[src/rtl/locked_reg_pkg.sv]
// Shared constants and FSM state type for the locked register access controller.
package locked_reg_pkg;

  localparam int unsigned DATA_W    = 16;
  localparam int unsigned NUM_REGS  = 4;
  localparam int unsigned ADDR_W    = 2;
  localparam int unsigned VIOL_W    = 8;
  localparam logic [NUM_REGS-1:0] LOCK_MASK = 4'b0011;

  typedef enum logic [1:0] {
    IDLE   = 2'd0,
    ACCESS = 2'd1,
    RESP   = 2'd2
  } state_t;

endpackage

[src/rtl/rr_arb2.sv]
// Two-way round-robin arbiter; bit 0 = trusted, bit 1 = untrusted.
module rr_arb2 (
  input  logic       Clk,
  input  logic       resetn,
  input  logic [1:0] req,
  input  logic       advance,
  output logic [1:0] gnt_c
);

  logic last_t_q;

  // On a tie the side that did not win last time is chosen
  always_comb begin
    gnt_c = 2'b00;
    if (req == 2'b11) begin
      gnt_c = last_t_q ? 2'b10 : 2'b01;
    end else begin
      gnt_c = req;
    end
  end

  always_ff @(posedge Clk or negedge resetn) begin
    if (!resetn) begin
      last_t_q <= 1'b0;
    end else if (advance && (|gnt_c)) begin
      last_t_q <= gnt_c[0];
    end
  end

endmodule

[src/rtl/locked_reg_access_ctrl.sv]
// Arbitrated register bank with per-register write protection and a sticky lock.
module locked_reg_access_ctrl #(
  parameter int unsigned          DATA_W    = locked_reg_pkg::DATA_W,
  parameter int unsigned          NUM_REGS  = locked_reg_pkg::NUM_REGS,
  parameter logic [NUM_REGS-1:0]  LOCK_MASK = locked_reg_pkg::LOCK_MASK
) (
  input  logic                                Clk,
  input  logic                                resetn,
  input  logic                                Lock,
  input  logic                                t_req,
  input  logic                                t_we,
  input  logic [locked_reg_pkg::ADDR_W-1:0]   t_addr,
  input  logic [DATA_W-1:0]                   t_wdata,
  input  logic                                u_req,
  input  logic                                u_we,
  input  logic [locked_reg_pkg::ADDR_W-1:0]   u_addr,
  input  logic [DATA_W-1:0]                   u_wdata,
  output logic                                t_gnt,
  output logic                                t_done,
  output logic                                t_err,
  output logic                                u_gnt,
  output logic                                u_done,
  output logic                                u_err,
  output logic [DATA_W-1:0]                   rdata,
  output logic                                lock_status,
  output logic [locked_reg_pkg::VIOL_W-1:0]   viol_cnt,
  output logic [NUM_REGS*DATA_W-1:0]          reg_q
);

  import locked_reg_pkg::*;

  localparam int unsigned AW = locked_reg_pkg::ADDR_W;
  localparam int unsigned VW = locked_reg_pkg::VIOL_W;

  state_t            state_q, state_nxt;
  logic [1:0]        arb_gnt_c;
  logic              arb_adv_c;
  logic              commit_c;
  logic              reject_c;

  logic [1:0]        acc_who_q;
  logic              acc_we_q;
  logic [AW-1:0]     acc_addr_q;
  logic [DATA_W-1:0] acc_wdata_q;

  logic [DATA_W-1:0] regs_q [NUM_REGS];
  logic [1:0]        gnt_q, gnt_nxt;
  logic [1:0]        done_q, done_nxt;
  logic [1:0]        err_q, err_nxt;
  logic [DATA_W-1:0] rdata_q, rdata_nxt;
  logic              lock_q;
  logic [VW-1:0]     viol_q;

  rr_arb2 u_arb (
    .Clk     (Clk),
    .resetn  (resetn),
    .req     ({u_req, t_req}),
    .advance (arb_adv_c),
    .gnt_c   (arb_gnt_c)
  );

  always_ff @(posedge Clk or negedge resetn) begin
    if (!resetn) begin
      state_q <= IDLE;
    end else begin
      state_q <= state_nxt;
    end
  end

  // Next state and registered response; a write is judged against the lock as seen at commit
  always_comb begin
    state_nxt = state_q;
    gnt_nxt   = 2'b00;
    done_nxt  = 2'b00;
    err_nxt   = 2'b00;
    rdata_nxt = rdata_q;
    arb_adv_c = 1'b0;
    commit_c  = 1'b0;
    reject_c  = 1'b0;
    case (state_q)
      IDLE: begin
        if (|arb_gnt_c) begin
          state_nxt = ACCESS;
          gnt_nxt   = arb_gnt_c;
          arb_adv_c = 1'b1;
        end
      end
      ACCESS: begin
        state_nxt = RESP;
        commit_c  = 1'b1;
        done_nxt  = acc_who_q;
        if (acc_we_q) begin
          reject_c  = LOCK_MASK[acc_addr_q] && (acc_who_q[1] || lock_q || Lock);
          err_nxt   = reject_c ? acc_who_q : 2'b00;
          rdata_nxt = '0;
        end else begin
          rdata_nxt = regs_q[acc_addr_q];
        end
      end
      RESP: begin
        state_nxt = IDLE;
      end
      default: begin
        state_nxt = IDLE;
      end
    endcase
  end

  always_ff @(posedge Clk or negedge resetn) begin
    if (!resetn) begin
      gnt_q   <= 2'b00;
      done_q  <= 2'b00;
      err_q   <= 2'b00;
      rdata_q <= '0;
      lock_q  <= 1'b0;
      viol_q  <= '0;
    end else begin
      gnt_q   <= gnt_nxt;
      done_q  <= done_nxt;
      err_q   <= err_nxt;
      rdata_q <= rdata_nxt;
      if (Lock) begin
        lock_q <= 1'b1;
      end
      if (commit_c && reject_c && (viol_q != {VW{1'b1}})) begin
        viol_q <= viol_q + VW'(1);
      end
    end
  end

  // Capture the winning request when leaving IDLE
  always_ff @(posedge Clk or negedge resetn) begin
    if (!resetn) begin
      acc_who_q   <= 2'b00;
      acc_we_q    <= 1'b0;
      acc_addr_q  <= '0;
      acc_wdata_q <= '0;
    end else if (arb_adv_c) begin
      acc_who_q   <= arb_gnt_c;
      acc_we_q    <= arb_gnt_c[0] ? t_we    : u_we;
      acc_addr_q  <= arb_gnt_c[0] ? t_addr  : u_addr;
      acc_wdata_q <= arb_gnt_c[0] ? t_wdata : u_wdata;
    end
  end

  always_ff @(posedge Clk or negedge resetn) begin
    if (!resetn) begin
      for (int i = 0; i < NUM_REGS; i++) begin
        regs_q[i] <= '0;
      end
    end else if (commit_c && acc_we_q && !reject_c) begin
      regs_q[acc_addr_q] <= acc_wdata_q;
    end
  end

  for (genvar i = 0; i < NUM_REGS; i++) begin : g_flat
    assign reg_q[i*DATA_W +: DATA_W] = regs_q[i];
  end

  assign t_gnt       = gnt_q[0];
  assign u_gnt       = gnt_q[1];
  assign t_done      = done_q[0];
  assign u_done      = done_q[1];
  assign t_err       = err_q[0];
  assign u_err       = err_q[1];
  assign rdata       = rdata_q;
  assign lock_status = lock_q;
  assign viol_cnt    = viol_q;

endmodule

[config.mk]
export PLATFORM = sky130hd
export DESIGN_NAME = locked_reg_access_ctrl
export DESIGN_NICKNAME = d
export VERILOG_FILES = /design/src/rtl/locked_reg_pkg.sv /design/src/rtl/rr_arb2.sv /design/src/rtl/locked_reg_access_ctrl.sv
export SDC_FILE = /design/constraint.sdc
export NUM_CORES = 1
export LEC_CHECK = 0
export CAP_MARGIN = 20
export CORE_ASPECT_RATIO = 0.5
export CORE_MARGIN = 4
export CORE_UTILIZATION = 30
export CTS_BUF_LIST = sky130_fd_sc_hd__clkbuf_8
export CTS_CLUSTER_DIAMETER = 50
export DETAILED_ROUTE_END_ITERATION = 10
export GPL_ROUTABILITY_DRIVEN = 0
export PLACE_DENSITY = 0.6
export SLEW_MARGIN = 20
export SYNTH_ARGS = -nofsm -noshare
export SYNTH_HDL_FRONTEND = slang
export SYNTH_SLANG_ARGS = --single-unit
[constraint.sdc]
create_clock -name Clk -period 3 [get_ports Clk]
set_clock_uncertainty 0.2 [all_clocks]
set_input_delay 0.6 -clock Clk [delete_from_list [all_inputs] [get_ports Clk]]
set_output_delay 0.6 -clock Clk [all_outputs]
set_load 0.05 [all_outputs]
==> results.md, run 1 <==
* Setup TNS Final at 0 ns
* Crit path largest cell delay at 0.85 ns
* WS Path Type: flop to output port
* Hold slack at ~0.31 ns
* Asr flop ratio synth at 1.00
* Fmax at 392 MHz
* # fillers at 1,574
* Crit-path leading delay family: buffers and inverters
* Die Y-Extent at slightly below 100 um
* CTS Buf Count at 17
* Worst Hold Launch: rdata[13]
* FF+latch area at between 2000 and 3000 um^2
* Via count at 3,417
* Pwr Density at 1070 nW/um^2
* Final worst-path setup slack at 0.450 ns
* Htree depth at 4
* DRT Pass-1 Iters at 6
* Sequential area share after synthesis at 0.590
* Count leader, synth: dfrtp_1
* Worst-Margin Slew at 0.682 ns
* Reg2reg start: acc_addr_q[1]
* Die width at 191 um
* Hpwl dp at 9830 um
* Layout cells sized above 1 at 0.275
* Total Wirelength at 13,700 um
* Avg WL per Cell at between 15 and 20 um
* Synth Flop Type: dfrtp_1
* Top cells by area, synth: dfrtp_1, mux2_2, mux4_2
* Reg2reg setup slack at 0.68 ns
* Yosys reg bits at 118
* Max-cap viol count at 0
* Worst-case clock buffer depth at 2
* WP depth at 1
* Vias in the first global route at ~3,700
* Startpoint type of the worst setup path: flop
* Critical-path cell list: clkdlybuf4s50_1
* Nets at 541
* CTS clk-pin slew, worst paths at 0.08 ns
* Syn_area_per_cell at 14.7 um^2
* Overall Global Routing Usage at 0.149
* Slowest cell on crit path: clkdlybuf4s50_1
* Initial antenna violation count at 0
* Grt ovf at 0
* Worst VDD drop at 0.401 mV
* CTS tree: done
* Final period util at 0.850
* Post-DP Area at ~6700 um^2
* Synth cell count leaders: dfrtp_1, mux2_2, nor2_1
* CTS Root Cell: clkbuf_8
* FF-to-FF path depth at 4
* Dpl ws at 0.393 ns
* Hold crit path type: flop to flop
* Iteration-0 DRC Markers at 152
* Library cells used by synthesis at 34
* Hold depth at 1
* Clk sink count at 118
* Area of the multi-input gates at between 1500 and 2000 um^2
* Bufs and invs on worst path at 1
* Worst flop-to-flop path endpoint: reg_q[11]
* ANT nets after route at 0
* Worst-Skew Late Latency at 0.44 ns
* CP arrival at 1.75 ns
* Status: complete, no violations
* YS warnings at 0
* Gate Count Post-Synth at ~340
* Layout area overhead at 42.1%
* Crit Path Max Fanout at 6
* Final Critical Period at 2.55 ns
* RSZ-0062 raised after global routing: no
* Antenna diode count at 0
* Via density at 4.64
* Synthesized Nets at 385
* Final instance area at 7110 um^2
* Crit end category: output port
* IO buf count at 137
* Number of flops mapped to enable cells by yosys at 0
* Core Rows at 33
* First-pass GRT wire length at ~21,000 um
* Hold Path Sink: rdata[13]
* Die ar. at 18,900 um^2
* Final hold vios at 0
* Setup Viol. Count Final at 0
* Share of the synthesized area in the top cell type at 0.590
* Largest net degree at the start of global routing at 52
* Residual DRC count at 0
* Initial Utilization at 0.306
* Max_slew headroom at 0.545
* CP Data Required Time at 2.20 ns
* Core area at 16,400 um^2
* Fin. max-slew vios at 0
* Synth area leader: dfrtp_1
* Cell area after synthesis at 5000 um^2
* Static leakage at 3.07 nW
* IO Count at 138
==> sequential cells by signal, indices dropped and copies added, names as in the netlist <==
register	flops
reg_q	64
rdata	16
acc_who_q	1
acc_addr_q	2
state_q	2
u_arb.last_t_q	1
lock_status	1
acc_we_q	1
gnt_q	2
done_q	2
acc_wdata_q	16
err_q	2
viol_cnt	8
==> how the worst max path moves through the flow <==
stage | startpoint | to
after CTS | viol_cnt[0] | viol_cnt[0]
after global routing | viol_cnt[0] | viol_cnt[0]
after floorplan | viol_cnt[0] | viol_cnt[1]
after detailed placement | Lock | reg_q[7]
final | viol_cnt[0] | viol_cnt[0]
after global placement | Lock | reg_q[13]
==> where the power goes <==
part | internal (mW) | leakage [nW] | switching, mW | total, mW
registers | 2.10 | 1.49 | 0.528 | 2.63
clock network | 0.757 | 0.202 | 0.714 | 1.47
logic | 1.41 | 1.38 | 2.11 | 3.52
==> per-layer routing <==
| metal | wire length, um | global-route usage | vias up |
|---|---|---|---|
| li1 | - | - | 1568 |
| met1 | 6270 | 0.196 | 1769 |
| met2 | 6810 | 0.245 | 65 |
| met3 | 441 | 0.0396 | 15 |
| met4 | 144 | 0.0419 | 0 |
| met5 | 0 | 0 | - |
==> kinds of logic (layout without fill, tap and decap cells) <==
logic type	count (synthesis)	after routing	share of synthesized area
DFF	118	118	0.590
buffers and inverters	20	189	0.0250
muxes	101	101	0.258
and+or+nand+nor	53	53	0.0570
xor gates and xnor gates	6	6	0.0105
adders and majority gates	1	1	0.00250
AOI/OAI and AO/OA	42	42	0.0565
==> repair_timing <==
action,in CTS,in global routing
buffers inserted,0,0
gates resized for setup,0,0
hold endpoints to repair,20,0
hold buffers,1,0
==> placed cells by master, fill, tap and decap left out, types with 3 or more instances in the layout <==
cell,synthesis,layout
inv_6,0,6
buf_4,3,15
xor2_1,6,6
inv_1,3,3
nand2_1,7,7
clkinv_4,0,5
a22o_1,16,16
nor3_1,4,4
clkbuf_8,0,17
mux2_2,66,66
mux4_2,16,16
clkdlybuf4s50_1,0,136
nand3_1,3,3
a21oi_1,21,21
dfrtp_1,118,118
nor2_1,24,24
mux2i_1,19,19
==> worst register-to-register path, delay by kind of cell, from the launching register on <==
| family | cells | cell delay [ns] |
|---|---|---|
| DFF | 1 | 0.61 |
| muxes | 1 | 0.41 |
| and+or+nand+nor | 3 | 0.99 |
==> per-stage QoR <==
| stage | instances | power [mW] | utilization |
|---|---|---|---|
| 2_1_floorplan | 341 | 4.94 | - |
| 3_3_place_gp | 704 | 6.18 | 0.410 |
| 3_5_place_dp | 704 | 6.22 | 0.410 |
| 4_1_cts | 737 | 7.73 | 0.435 |
| 5_1_grt | 737 | 8.02 | 0.435 |
| 6_report | 737 | 7.62 | 0.435 |
==> final cells by class <==
type | count | area share
clock buffers | 17 | 0.0329
clock inverters | 15 | 0.0237
inverters | 3 | 0.00158
multi-input cells | 203 | 0.272
flip-flops and latches | 118 | 0.415
well taps | 227 | 0.0399
repair buffers | 154 | 0.214
No activity file was read; power rests on OpenSTA's default activity.
==> run 2, diff against run 1 <==
Settings changed: PLACE_DENSITY 0.6 to 0.62.
Clock period 3 ns to 2.1 ns, I/O delays scaled along.
==> results.md, run 2 (synthesis results as in run 1) <==
* Status: complete, no violations (unchanged)
* Reg2reg setup slack at 0.29 ns (was 0.68 ns)
* Bufs and invs on worst path at 1 (unchanged)
* Hpwl dp at 9720 um (was 9830 um)
* Clk sink count at 118 (unchanged)
* Post-Layout Cell Count at 749 (was 737)
* First-pass GRT wire length at 21,000 um (was 21,300 um)
* Sw frac at 0.435 (was 0.440)
* Setup TNS Final at 0 ns (unchanged)
* Nets at 553 (was 541)
* Die ar. at 18,900 um^2 (unchanged)
* Setup Viol. Count Final at 0 (unchanged)
* Internal Pwr Total at 6.13 mW (was 4.27 mW)
* IO buf count at 137 (unchanged)
* Overall Global Routing Usage at 0.143 (was 0.149)
* Final hold vios at 0 (unchanged)
* Crit end category: output port (unchanged)
* Worst-case clock buffer depth at 2 (unchanged)
* Startpoint type of the worst setup path: flop (unchanged)
* RSZ-0062 raised after global routing: no (unchanged)
* Hold crit path type: primary input to asynchronous set/reset pin (was flop to flop)
* Max_slew headroom at 0.676 (was 0.545)
* Pwr Density at 1550 nW/um^2 (was 1070 nW/um^2)
* Max-cap viol count at 0 (unchanged)
* CTS Root Cell: clkbuf_8 (unchanged)
* CTS tree: done (unchanged)
* Layout cells sized above 1 at 0.466 (was 0.275)
* Max FFs per register at 64 (unchanged)
* CTS clk-pin slew, worst paths at 0.07 ns (was 0.08 ns)
* Htree depth at 4 (unchanged)
* Total Wirelength at 13,200 um (was 13,700 um)
* Initial antenna violation count at 0 (unchanged)
* Die Y-Extent at 99.3 um (unchanged)
* # Post-CTS Setup Buffers at 0 (unchanged)
* Final Critical Period at 1.89 ns
* Crit-path leading delay family: buffers and inverters (unchanged)
* Via density at 4.58 (was 4.64)
* Worst-Margin Slew at 0.488 ns (was 0.682 ns)
* Worst VDD drop at 0.545 mV (was 0.401 mV)
* Via count at 3,433 (was 3,417)
* Clock Power Share at 0.195 (was 0.193)
* Crit Path Max Fanout at 1 (was 6)
* Most frequent cells in the layout: dfrtp_1, buf_4, mux2_2 (was clkdlybuf4s50_1, dfrtp_1, mux2_2)
* Iteration-0 DRC Markers at 176 (was 152)
* Die width at 191 um (unchanged)
* Flop pwr share at 0.340 (was 0.345)
* Comb pwr share at 0.465 (was 0.462)
* Antenna diode count at 0 (unchanged)
* Residual DRC count at 0 (unchanged)
* Largest net degree at the start of global routing at 51 (was 52)
* Fin. max-slew vios at 0 (unchanged)
* Slowest cell on crit path: dlygate4sd2_1 (was clkdlybuf4s50_1)
* Post-layout util at 0.429 (was 0.435)
* Final period util at 0.898
* Fmax at 530 MHz
* WS Path Type: flop to output port (unchanged)
* Initial Utilization at 0.306 (unchanged)
* ANT nets after route at 0 (unchanged)
* Worst-Skew Late Latency at 0.42 ns (was 0.44 ns)
* CP arrival at 1.27 ns (was 1.75 ns)
* # fillers at 1,544 (was 1,574)
* DRT Pass-1 Iters at 4 (was 6)
* Core area at 16,400 um^2 (unchanged)
* Static leakage at 3.29 nW (was 3.07 nW)
* Layout area overhead at 40.2% (was 42.1%)
* Core Rows at 33 (unchanged)
* Commonest non-fill, non-tap cell in the layout: dfrtp_1 (was clkdlybuf4s50_1)
* CP Data Required Time at 1.48 ns (was 2.20 ns)
* Vias in the first global route at 3,550 (was 3,680)
* Crit path largest cell delay at 0.52 ns (was 0.85 ns)
* CTS Buf Count at 17 (unchanged)
* Sw Pwr at 4.71 mW (was 3.35 mW)
* Grt ovf at 0 (unchanged)
* Avg WL per Cell at 17.7 um (was 18.5 um)
* IO Count at 138 (unchanged)
* Dpl cells at 716 (was 704)
* Critical-path cell list: dlygate4sd2_1 (was clkdlybuf4s50_1)
[run 2: changes by cell type in the layout (fill, tap and decap cells not counted), moves of 3 or more]
cell	before	now
buf_4	15	115
clkdlybuf4s50_1	136	41
inv_6	6	0
buf_12	2	6
clkinv_4	5	1
clkinvlp_4	1	5
clkinv_2	1	4
dlygate4sd2_1	0	3
[run 2: final cells by class]
type	count	area [um^2]	area share
inverter	3	11.3	0.00160
timing repair buffer	166	1430	0.204
multi-input combinational	203	1930	0.275
clock inverter	14	160	0.0228
sequential	118	2950	0.421
clock buffer	18	248	0.0353
tap	227	284	0.0405
[run 2: per-layer routing]
layer,vias to the layer above,GRT usage,share of wire
met5,-,0,0
met4,0,0.0480,0.012
met1,1762,0.191,0.44
met2,66,0.229,0.50
li1,1588,-,-
met3,17,0.0368,0.049
[run 2: final timing paths]
check | from | end | cells after the start
max in group asynchronous | resetn | acc_addr_q[0] | 3
setup reg to reg | viol_cnt[0] | viol_cnt[7] | 6
hold reg to reg | rdata[2] | rdata[2] | 1
hold / removal | resetn | viol_cnt[7] | 2
setup / recovery | done_q[0] | t_done | 1
min in group Clk | rdata[2] | rdata[2] | 1
[run 2: power by group through the flow]
stage          sequential [mW]  clock, mW  combinational [mW]
2_1_floorplan             5.29          0                1.76
3_5_place_dp              3.73          0                5.11
5_1_grt                   3.80       2.28                5.35
6_report                  3.69       2.12                5.04
3_3_place_gp              3.70          0                5.08
4_1_cts                   3.69       2.16                5.11
[run 2: repair_timing]
item | in CTS | in global routing
resized for setup | 3 | 0
hold buffers | 1 | 0
hold endpoints to repair | 22 | 0
setup endpoints to repair | 3 | 0
[run 2: per-stage QoR]
stage | setup slack [ns] | power [mW] | hold slack (ns) | cell area (um^2)
3_5_place_dp | -0.0625 | 8.85 | 0.155 | 6600
6_report | 0.214 | 10.8 | 0.236 | 7020
4_1_cts | 0.180 | 11.0 | 0.231 | 7020
3_3_place_gp | -0.0600 | 8.78 | 0.159 | 6600
5_1_grt | 0.161 | 11.4 | 0.242 | 7020
2_1_floorplan | 0.00972 | 7.06 | -0.0756 | 5000
==> run 3, diff against run 2 <==
Settings changed: CTS_CLUSTER_DIAMETER 50 to unset, TNS_END_PERCENT set to 1.
==> results of run 3 <==
Same layout as run 2: the final DEF is identical, and so are final timing and power.
